[src/rtl/branch_predict_ctrl_if.sv]
// Fetch-lookup / execute-resolution bus between the pipeline and the branch predictor.
interface branch_predict_ctrl_if #(
    parameter int unsigned XLEN = 32
);
    logic [XLEN-1:0] if_pc;
    logic            pred_taken;
    logic [XLEN-1:0] pred_target;
    logic            ex_valid;
    logic            ex_stall;
    logic [2:0]      ex_br_type;
    logic            ex_br_taken;
    logic [XLEN-1:0] ex_pc;
    logic [XLEN-1:0] ex_target;
    logic            ex_pred_taken;
    logic [XLEN-1:0] ex_pred_target;
    logic            redirect;
    logic [XLEN-1:0] redirect_pc;
    logic [31:0]     br_cnt;
    logic [31:0]     mis_cnt;

    modport master (
        output if_pc, ex_valid, ex_stall, ex_br_type, ex_br_taken, ex_pc, ex_target,
               ex_pred_taken, ex_pred_target,
        input  pred_taken, pred_target, redirect, redirect_pc, br_cnt, mis_cnt
    );

    modport slave (
        input  if_pc, ex_valid, ex_stall, ex_br_type, ex_br_taken, ex_pc, ex_target,
               ex_pred_taken, ex_pred_target,
        output pred_taken, pred_target, redirect, redirect_pc, br_cnt, mis_cnt
    );
endinterface

[src/rtl/branch_predict_ctrl.sv]
// Direct-mapped 2-bit-counter direction/target predictor with EX-stage redirect control
// and saturating branch/mispredict performance counters.
module branch_predict_ctrl #(
    parameter int unsigned IDX_W = 6,
    parameter int unsigned XLEN  = 32
) (
    input logic                  clk,
    input logic                  rst_n,
    branch_predict_ctrl_if.slave bus
);
    localparam int unsigned Entries = 2 ** IDX_W;

    typedef enum logic {StIdle, StRecover} state_e;

    state_e state_q, state_d;

    logic [Entries-1:0] valid_q, valid_d;
    logic [1:0]         ctr_q [Entries];
    logic [1:0]         ctr_d [Entries];
    logic [XLEN-1:0]    tgt_q [Entries];
    logic [XLEN-1:0]    tgt_d [Entries];
    logic [31:0]        br_cnt_q, br_cnt_d;
    logic [31:0]        mis_cnt_q, mis_cnt_d;

    logic [IDX_W-1:0] lk_idx, up_idx;
    logic             resolve, is_br, act_taken, mispred;
    logic [XLEN-1:0]  pc_inc, fix_pc;
    logic             unused_pc_bits;

    assign lk_idx = bus.if_pc[IDX_W+1:2];
    assign up_idx = bus.ex_pc[IDX_W+1:2];
    assign unused_pc_bits = ^{bus.if_pc[1:0], bus.if_pc[XLEN-1:IDX_W+2], bus.ex_pc[1:0]};

    // Lookup reads registered state only, so a same-cycle update is seen next cycle.
    assign bus.pred_taken  = valid_q[lk_idx] & ctr_q[lk_idx][1];
    assign bus.pred_target = bus.pred_taken ? tgt_q[lk_idx] : '0;

    assign resolve   = bus.ex_valid & ~bus.ex_stall & (state_q == StIdle);
    assign is_br     = (bus.ex_br_type != 3'b000);
    assign act_taken = (bus.ex_br_type == 3'b111) | (is_br & bus.ex_br_taken);
    assign pc_inc    = bus.ex_pc + XLEN'(4);

    always_comb begin
        mispred = 1'b0;
        fix_pc  = pc_inc;
        if (!is_br) begin
            mispred = bus.ex_pred_taken;
        end else if (act_taken != bus.ex_pred_taken) begin
            mispred = 1'b1;
            fix_pc  = act_taken ? bus.ex_target : pc_inc;
        end else if (act_taken && (bus.ex_target != bus.ex_pred_target)) begin
            mispred = 1'b1;
            fix_pc  = bus.ex_target;
        end
    end

    assign bus.redirect    = resolve & mispred;
    assign bus.redirect_pc = bus.redirect ? fix_pc : '0;
    assign bus.br_cnt      = br_cnt_q;
    assign bus.mis_cnt     = mis_cnt_q;

    always_comb begin
        state_d   = state_q;
        valid_d   = valid_q;
        ctr_d     = ctr_q;
        tgt_d     = tgt_q;
        br_cnt_d  = br_cnt_q;
        mis_cnt_d = mis_cnt_q;

        unique case (state_q)
            StIdle:    if (bus.redirect) state_d = StRecover;
            StRecover: state_d = StIdle;
            default:   state_d = StIdle;
        endcase

        if (resolve) begin
            if (!is_br) begin
                if (bus.ex_pred_taken) valid_d[up_idx] = 1'b0;
            end else if (valid_q[up_idx]) begin
                if (act_taken) begin
                    if (ctr_q[up_idx] != 2'b11) ctr_d[up_idx] = ctr_q[up_idx] + 2'd1;
                    tgt_d[up_idx] = bus.ex_target;
                end else if (ctr_q[up_idx] != 2'b00) begin
                    ctr_d[up_idx] = ctr_q[up_idx] - 2'd1;
                end
            end else if (act_taken) begin
                valid_d[up_idx] = 1'b1;
                ctr_d[up_idx]   = 2'b10;
                tgt_d[up_idx]   = bus.ex_target;
            end

            if (is_br && (br_cnt_q != '1)) br_cnt_d = br_cnt_q + 32'd1;
            if (mispred && (mis_cnt_q != '1)) mis_cnt_d = mis_cnt_q + 32'd1;
        end
    end

    always_ff @(posedge clk or negedge rst_n) begin
        if (!rst_n) begin
            state_q   <= StIdle;
            valid_q   <= '0;
            br_cnt_q  <= '0;
            mis_cnt_q <= '0;
            for (int i = 0; i < int'(Entries); i++) begin
                ctr_q[i] <= 2'b01;
                tgt_q[i] <= '0;
            end
        end else begin
            state_q   <= state_d;
            valid_q   <= valid_d;
            ctr_q     <= ctr_d;
            tgt_q     <= tgt_d;
            br_cnt_q  <= br_cnt_d;
            mis_cnt_q <= mis_cnt_d;
        end
    end
endmodule

[src/flat_wrapper.sv]
// flat-port wrapper written by rule: the top's interface ports become plain ports
module branch_predict_ctrl_flat 
#(
    parameter int unsigned IDX_W = 6,
    parameter int unsigned XLEN  = 32
)
  (clk, rst_n, bus_if_pc, bus_ex_valid, bus_ex_stall, bus_ex_br_type, bus_ex_br_taken, bus_ex_pc, bus_ex_target, bus_ex_pred_taken, bus_ex_pred_target, bus_pred_taken, bus_pred_target, bus_redirect, bus_redirect_pc, bus_br_cnt, bus_mis_cnt);
  branch_predict_ctrl_if #(.XLEN(XLEN)) bus_i ();
  input logic clk;
  input logic rst_n;
  input wire logic [$bits(bus_i.if_pc)-1:0] bus_if_pc;
  input wire logic [$bits(bus_i.ex_valid)-1:0] bus_ex_valid;
  input wire logic [$bits(bus_i.ex_stall)-1:0] bus_ex_stall;
  input wire logic [$bits(bus_i.ex_br_type)-1:0] bus_ex_br_type;
  input wire logic [$bits(bus_i.ex_br_taken)-1:0] bus_ex_br_taken;
  input wire logic [$bits(bus_i.ex_pc)-1:0] bus_ex_pc;
  input wire logic [$bits(bus_i.ex_target)-1:0] bus_ex_target;
  input wire logic [$bits(bus_i.ex_pred_taken)-1:0] bus_ex_pred_taken;
  input wire logic [$bits(bus_i.ex_pred_target)-1:0] bus_ex_pred_target;
  output wire logic [$bits(bus_i.pred_taken)-1:0] bus_pred_taken;
  output wire logic [$bits(bus_i.pred_target)-1:0] bus_pred_target;
  output wire logic [$bits(bus_i.redirect)-1:0] bus_redirect;
  output wire logic [$bits(bus_i.redirect_pc)-1:0] bus_redirect_pc;
  output wire logic [$bits(bus_i.br_cnt)-1:0] bus_br_cnt;
  output wire logic [$bits(bus_i.mis_cnt)-1:0] bus_mis_cnt;
  assign bus_i.if_pc = bus_if_pc;
  assign bus_i.ex_valid = bus_ex_valid;
  assign bus_i.ex_stall = bus_ex_stall;
  assign bus_i.ex_br_type = bus_ex_br_type;
  assign bus_i.ex_br_taken = bus_ex_br_taken;
  assign bus_i.ex_pc = bus_ex_pc;
  assign bus_i.ex_target = bus_ex_target;
  assign bus_i.ex_pred_taken = bus_ex_pred_taken;
  assign bus_i.ex_pred_target = bus_ex_pred_target;
  assign bus_pred_taken = bus_i.pred_taken;
  assign bus_pred_target = bus_i.pred_target;
  assign bus_redirect = bus_i.redirect;
  assign bus_redirect_pc = bus_i.redirect_pc;
  assign bus_br_cnt = bus_i.br_cnt;
  assign bus_mis_cnt = bus_i.mis_cnt;
  branch_predict_ctrl #(.IDX_W(IDX_W), .XLEN(XLEN)) u_core (.clk(clk), .rst_n(rst_n), .bus(bus_i));
endmodule
[config.mk]
export PLATFORM = sky130hd
export DESIGN_NAME = branch_predict_ctrl_flat
export DESIGN_NICKNAME = d
export VERILOG_FILES = /design/src/rtl/branch_predict_ctrl_if.sv /design/src/rtl/branch_predict_ctrl.sv /design/src/flat_wrapper.sv
export SDC_FILE = /design/constraint.sdc
export NUM_CORES = 2
export LEC_CHECK = 0
export BUFFER_PORTS_ARGS = -buffer_cell sky130_fd_sc_hd__buf_2
export CORE_AREA = 2 2 444 446
export CTS_CLUSTER_DIAMETER = 50
export CTS_CLUSTER_SIZE = 10
export DETAILED_ROUTE_END_ITERATION = 8
export DIE_AREA = 0 0 446 448
export PLACE_DENSITY_LB_ADDON = 0.3
export SYNTH_ARGS = -nofsm -noshare
export SYNTH_HDL_FRONTEND = slang
export SYNTH_SLANG_ARGS = --single-unit
[constraint.sdc]
create_clock -name clk -period 6.6 [get_ports clk]
set_input_delay 0.66 -clock clk [delete_from_list [all_inputs] [get_ports clk]]
set_output_delay 0.66 -clock clk [all_outputs]
set_load 0.02 [all_outputs]
==> impl_metrics.csv <==
group,metric,value,unit
place,dp_hpwl,168000,µm
yosys,ys_seq_area_frac,0.540,
sta,tns,0,ns
yosys,yosysUniqueCellTypes,63,
floorplanning,dieArea,200000,µm²
setup_path,crit_path_top_delay_cell,"xnor2_1",
yosys,synth_top_area_share,0.525,
sta,skew,0.0401,ns
finish,multi_input_area,46300,µm²
min_path,worstHoldPathType,"in2reg",
global_route,grt_pass1_vias,67000,
sta,finalHoldViolCount,0,
yosys,synth_edf_count,0,
clock_network,clk_pin_slew_worst_paths,0.05,ns
power,ir_worst_vdd,316,µV
setup_path,cp.arrival,4.46,ns
flow_run,cap_violations,0,
yosys,synth_area,107000,µm²
power,combinationalPowerShare,0.088,
yosys,netlist_instances,7041,
drt,drt_wl_total,292000,µm
setup_path,end_kind,"output port",
drt,avgRoutedWirePerCell,30.1,µm
power,p_seq_frac,0.478,
yosys,syn-mean-instance-area,15.2,µm²
clock_network,clock-root-buffer,"clkbuf_16",
yosys,synthTopCellsByArea,"dfrtp_1 (52%), mux2_2 (22%), mux4_2 (14%)",
clock_network,htree_levels,5,
floorplanning,coreArea,195000,µm²
sta,slew_viol_final,0,
yosys,ys_async_sr_fraction,1.00,
global_route,grt_max_degree,192,
drt,num_vias,63800,
power,p_per_area,271,nW/µm²
finish,finalNetCount,7211,
power,clkPwrFrac,0.434,
finish,syn_to_final_growth,10.9,%
run_status,status,"completed",
clock_network,cts_tree,"done",
sta,max_slew_margin,0.142,
drt,drc,0,
yosys,synth.largest_area_cell,"dfrtp_1",
finish,num-fill-cells,14300,
clock_network,post_cts_buffers,0,
sta,period_needed,5.12,ns
drt,ant_nets,0,
drt,via_per_inst,6.58,
finish,fin_util,0.609,
clock_network,cts_buffer_depth,4,
finish,regArea,57800,µm²
sta,rsz0062_at_grt,"no",
floorplanning,core.rowCount,162,
power,power.switching,7660,µW
place,io_buffers,240,
setup_path,cp.required,5.94,ns
drt,firstDrtPassIters,6,
global_route,grt_pass1_wl,437000,µm
place,routabilityCongestion,0.955,
yosys,ys_warn_count,0,
floorplanning,die_w,446,µm
floorplanning,initial_core_util,0.549,
setup_path,crit_chain,"buf_2 -> xnor2_1 -> nand4_1 -> nor4_1 -> nand4_1 -> o21ai_4 -> buf_4 -> a21oi_1 -> a211oi_1 -> buf_2",
global_route,track_usage,0.296,
setup_path,start_kind,"primary input",
sta,max_clock_freq,195,MHz
finish,drive_above_1_share,0.509,
setup_path,max_stage_delay,0.76,ns
power,p_int,24500,µW
global_route,antenna_found_initial,17,
yosys,yosys_most_used_dff,"dfrtp_1",
floorplanning,fp.dieH,448,µm
global_route,overflow,0,
setup_path,path_buf_inv,3,
clock_network,cts_buffers,291,
yosys,ys_seq_elements,2305,
floorplanning,io_pins,267,
setup_path,path_class,"in2out",
sta,setup_viol,0,
setup_path,critPathTopFamily,"simple AND/OR/NAND/NOR gates",
power,switching_share,0.238,
drt,drt_iter0_drc,5728,
clock_network,clk_latency,0.93,ns
sta,worst_pin_slew,1.29,ns
sta,min_period_over_period,0.776,
setup_path,crit_fanout,26,
power,power.leakage,0.0571,µW
yosys,syn_nets,7183,
clock_network,clkSinkCount,2305,
layout by cell type, fill, tap and decap left out, drive strengths merged, types with 26 or more instances in the layout:
cell type / Yosys / final
mux4: 680 / 680
and3: 27 / 27
dfrtp: 2241 / 2241
a211oi: 41 / 41
a22o: 29 / 29
nand4: 26 / 26
mux2: 2062 / 2062
o21a: 42 / 42
buf: 288 / 426
nand3: 78 / 78
xnor2: 74 / 74
dfstp: 64 / 64
nor3: 37 / 37
inv: 78 / 81
mux2i: 30 / 30
o2bb2ai: 41 / 41
nor2b: 41 / 41
nor2: 136 / 136
xor2: 47 / 47
o21ai: 83 / 83
a21oi: 164 / 164
nand2: 156 / 156
o32a: 41 / 41
clkbuf: 405 / 341
per-stage QoR:
step	total power (µW)	setup WS, ns	area, µm²	hold WS, ns	instances
2_1_floorplan	17300	2.27	107000	0.364	7041
3_3_place_gp	18300	1.40	111000	0.447	9317
3_5_place_dp	18400	1.38	111000	0.449	9317
4_1_cts	32400	1.37	119000	0.139	9680
5_1_grt	33300	1.35	119000	0.161	9683
6_report	32200	1.48	119000	0.156	9691
power groups by stage:
stage	combinational (µW)	clock, µW	sequential [µW]
global placement	2770	0	15500
floorplan	1810	0	15500
global route	3060	14800	15400
finish	2840	14000	15400
CTS	2860	14200	15400
detailed placement	2850	0	15600
path summary, 6_finish.rpt:
path	startpoint	end	slack (ns)	depth (start not counted)
max	bus_ex_target[0]	bus_redirect_pc[17]	1.48	10
min	bus_ex_target[16]	u_core.tgt_q[2000]	0.16	2
max reg2reg	u_core.ctr_q[50]	u_core.ctr_q[20]	2.46	13
min reg2reg	u_core.ctr_q[118]	u_core.ctr_q[118]	0.46	2
max in group asynchronous	rst_n	u_core.tgt_q[1677]	4.35	4
min in group asynchronous	rst_n	u_core.bus.mis_cnt[31]	0.31	2
timing repair:
item                                   CTS  global route
setup endpoints to repair                0             0
hold buffers                             1             0
resized for setup                        0             0
endpoints found under the hold margin   95             0
final cells by class:
cell class                 count  share of cell area
antenna                       11            0.000232
tap                         2542              0.0268
inverter                      78             0.00247
multi-input combinational   3965               0.391
timing repair buffer         428              0.0254
sequential                  2305               0.487
clock buffer                 340              0.0654
clock inverter                22             0.00193
layer usage:
metal	track usage	wire [µm]	vias up
li1	-	-	26300
met1	0.401	120000	34600
met2	0.471	139000	2251
met3	0.0559	19900	628
met4	0.130	13500	8
met5	0	66	-
registers in the layout, indices dropped and copies added (netlist names), named ones only:
| name | count |
|---|---|
| u_core.state_q | 1 |
| u_core.bus.br_cnt | 32 |
| u_core.ctr_q | 128 |
| u_core.bus.mis_cnt | 32 |
| u_core.tgt_q | 2048 |
synthesized netlist by cell type, types with 3 or more instances:
master     instances
o21a_1            42
a211oi_1          41
xnor2_1           74
a31oi_1            6
ha_1               5
nor4_1             8
dfrtp_1         2241
dfstp_2           64
o32a_1            41
o21ai_0           80
xor2_1            47
a22o_1            29
buf_6             12
nor2_1           136
and4_1             4
mux4_2           680
o22ai_1            8
nand2b_1           3
buf_4              4
mux2i_1           30
o2bb2ai_1         41
buf_1            238
mux2_2          2051
inv_1             78
a21oi_1          163
a32o_1             7
nor2b_1           41
mux2_1            10
and3_1            27
and2_1            10
clkbuf_1         405
nand2_1          156
buf_2             34
a22oi_1           21
a221oi_1          13
nand3_1           78
or3_1              4
o211ai_1          10
nor3_1            36
a32oi_1            3
nand4_1           26
o21ai_1            3
a311oi_1           4
logic make-up after synthesis:
kind of cell / after synthesis / share of synthesized area
AOI/OAI and AO/OA: 526 / 0.0336
xor gates and xnor gates: 121 / 0.00991
adders and majority gates: 5 / 0.000585
buffers and inverters: 771 / 0.0285
DFF: 2305 / 0.540
muxes: 2772 / 0.363
and+or+nand+nor: 541 / 0.0238
(Power assumes the default switching activity.)
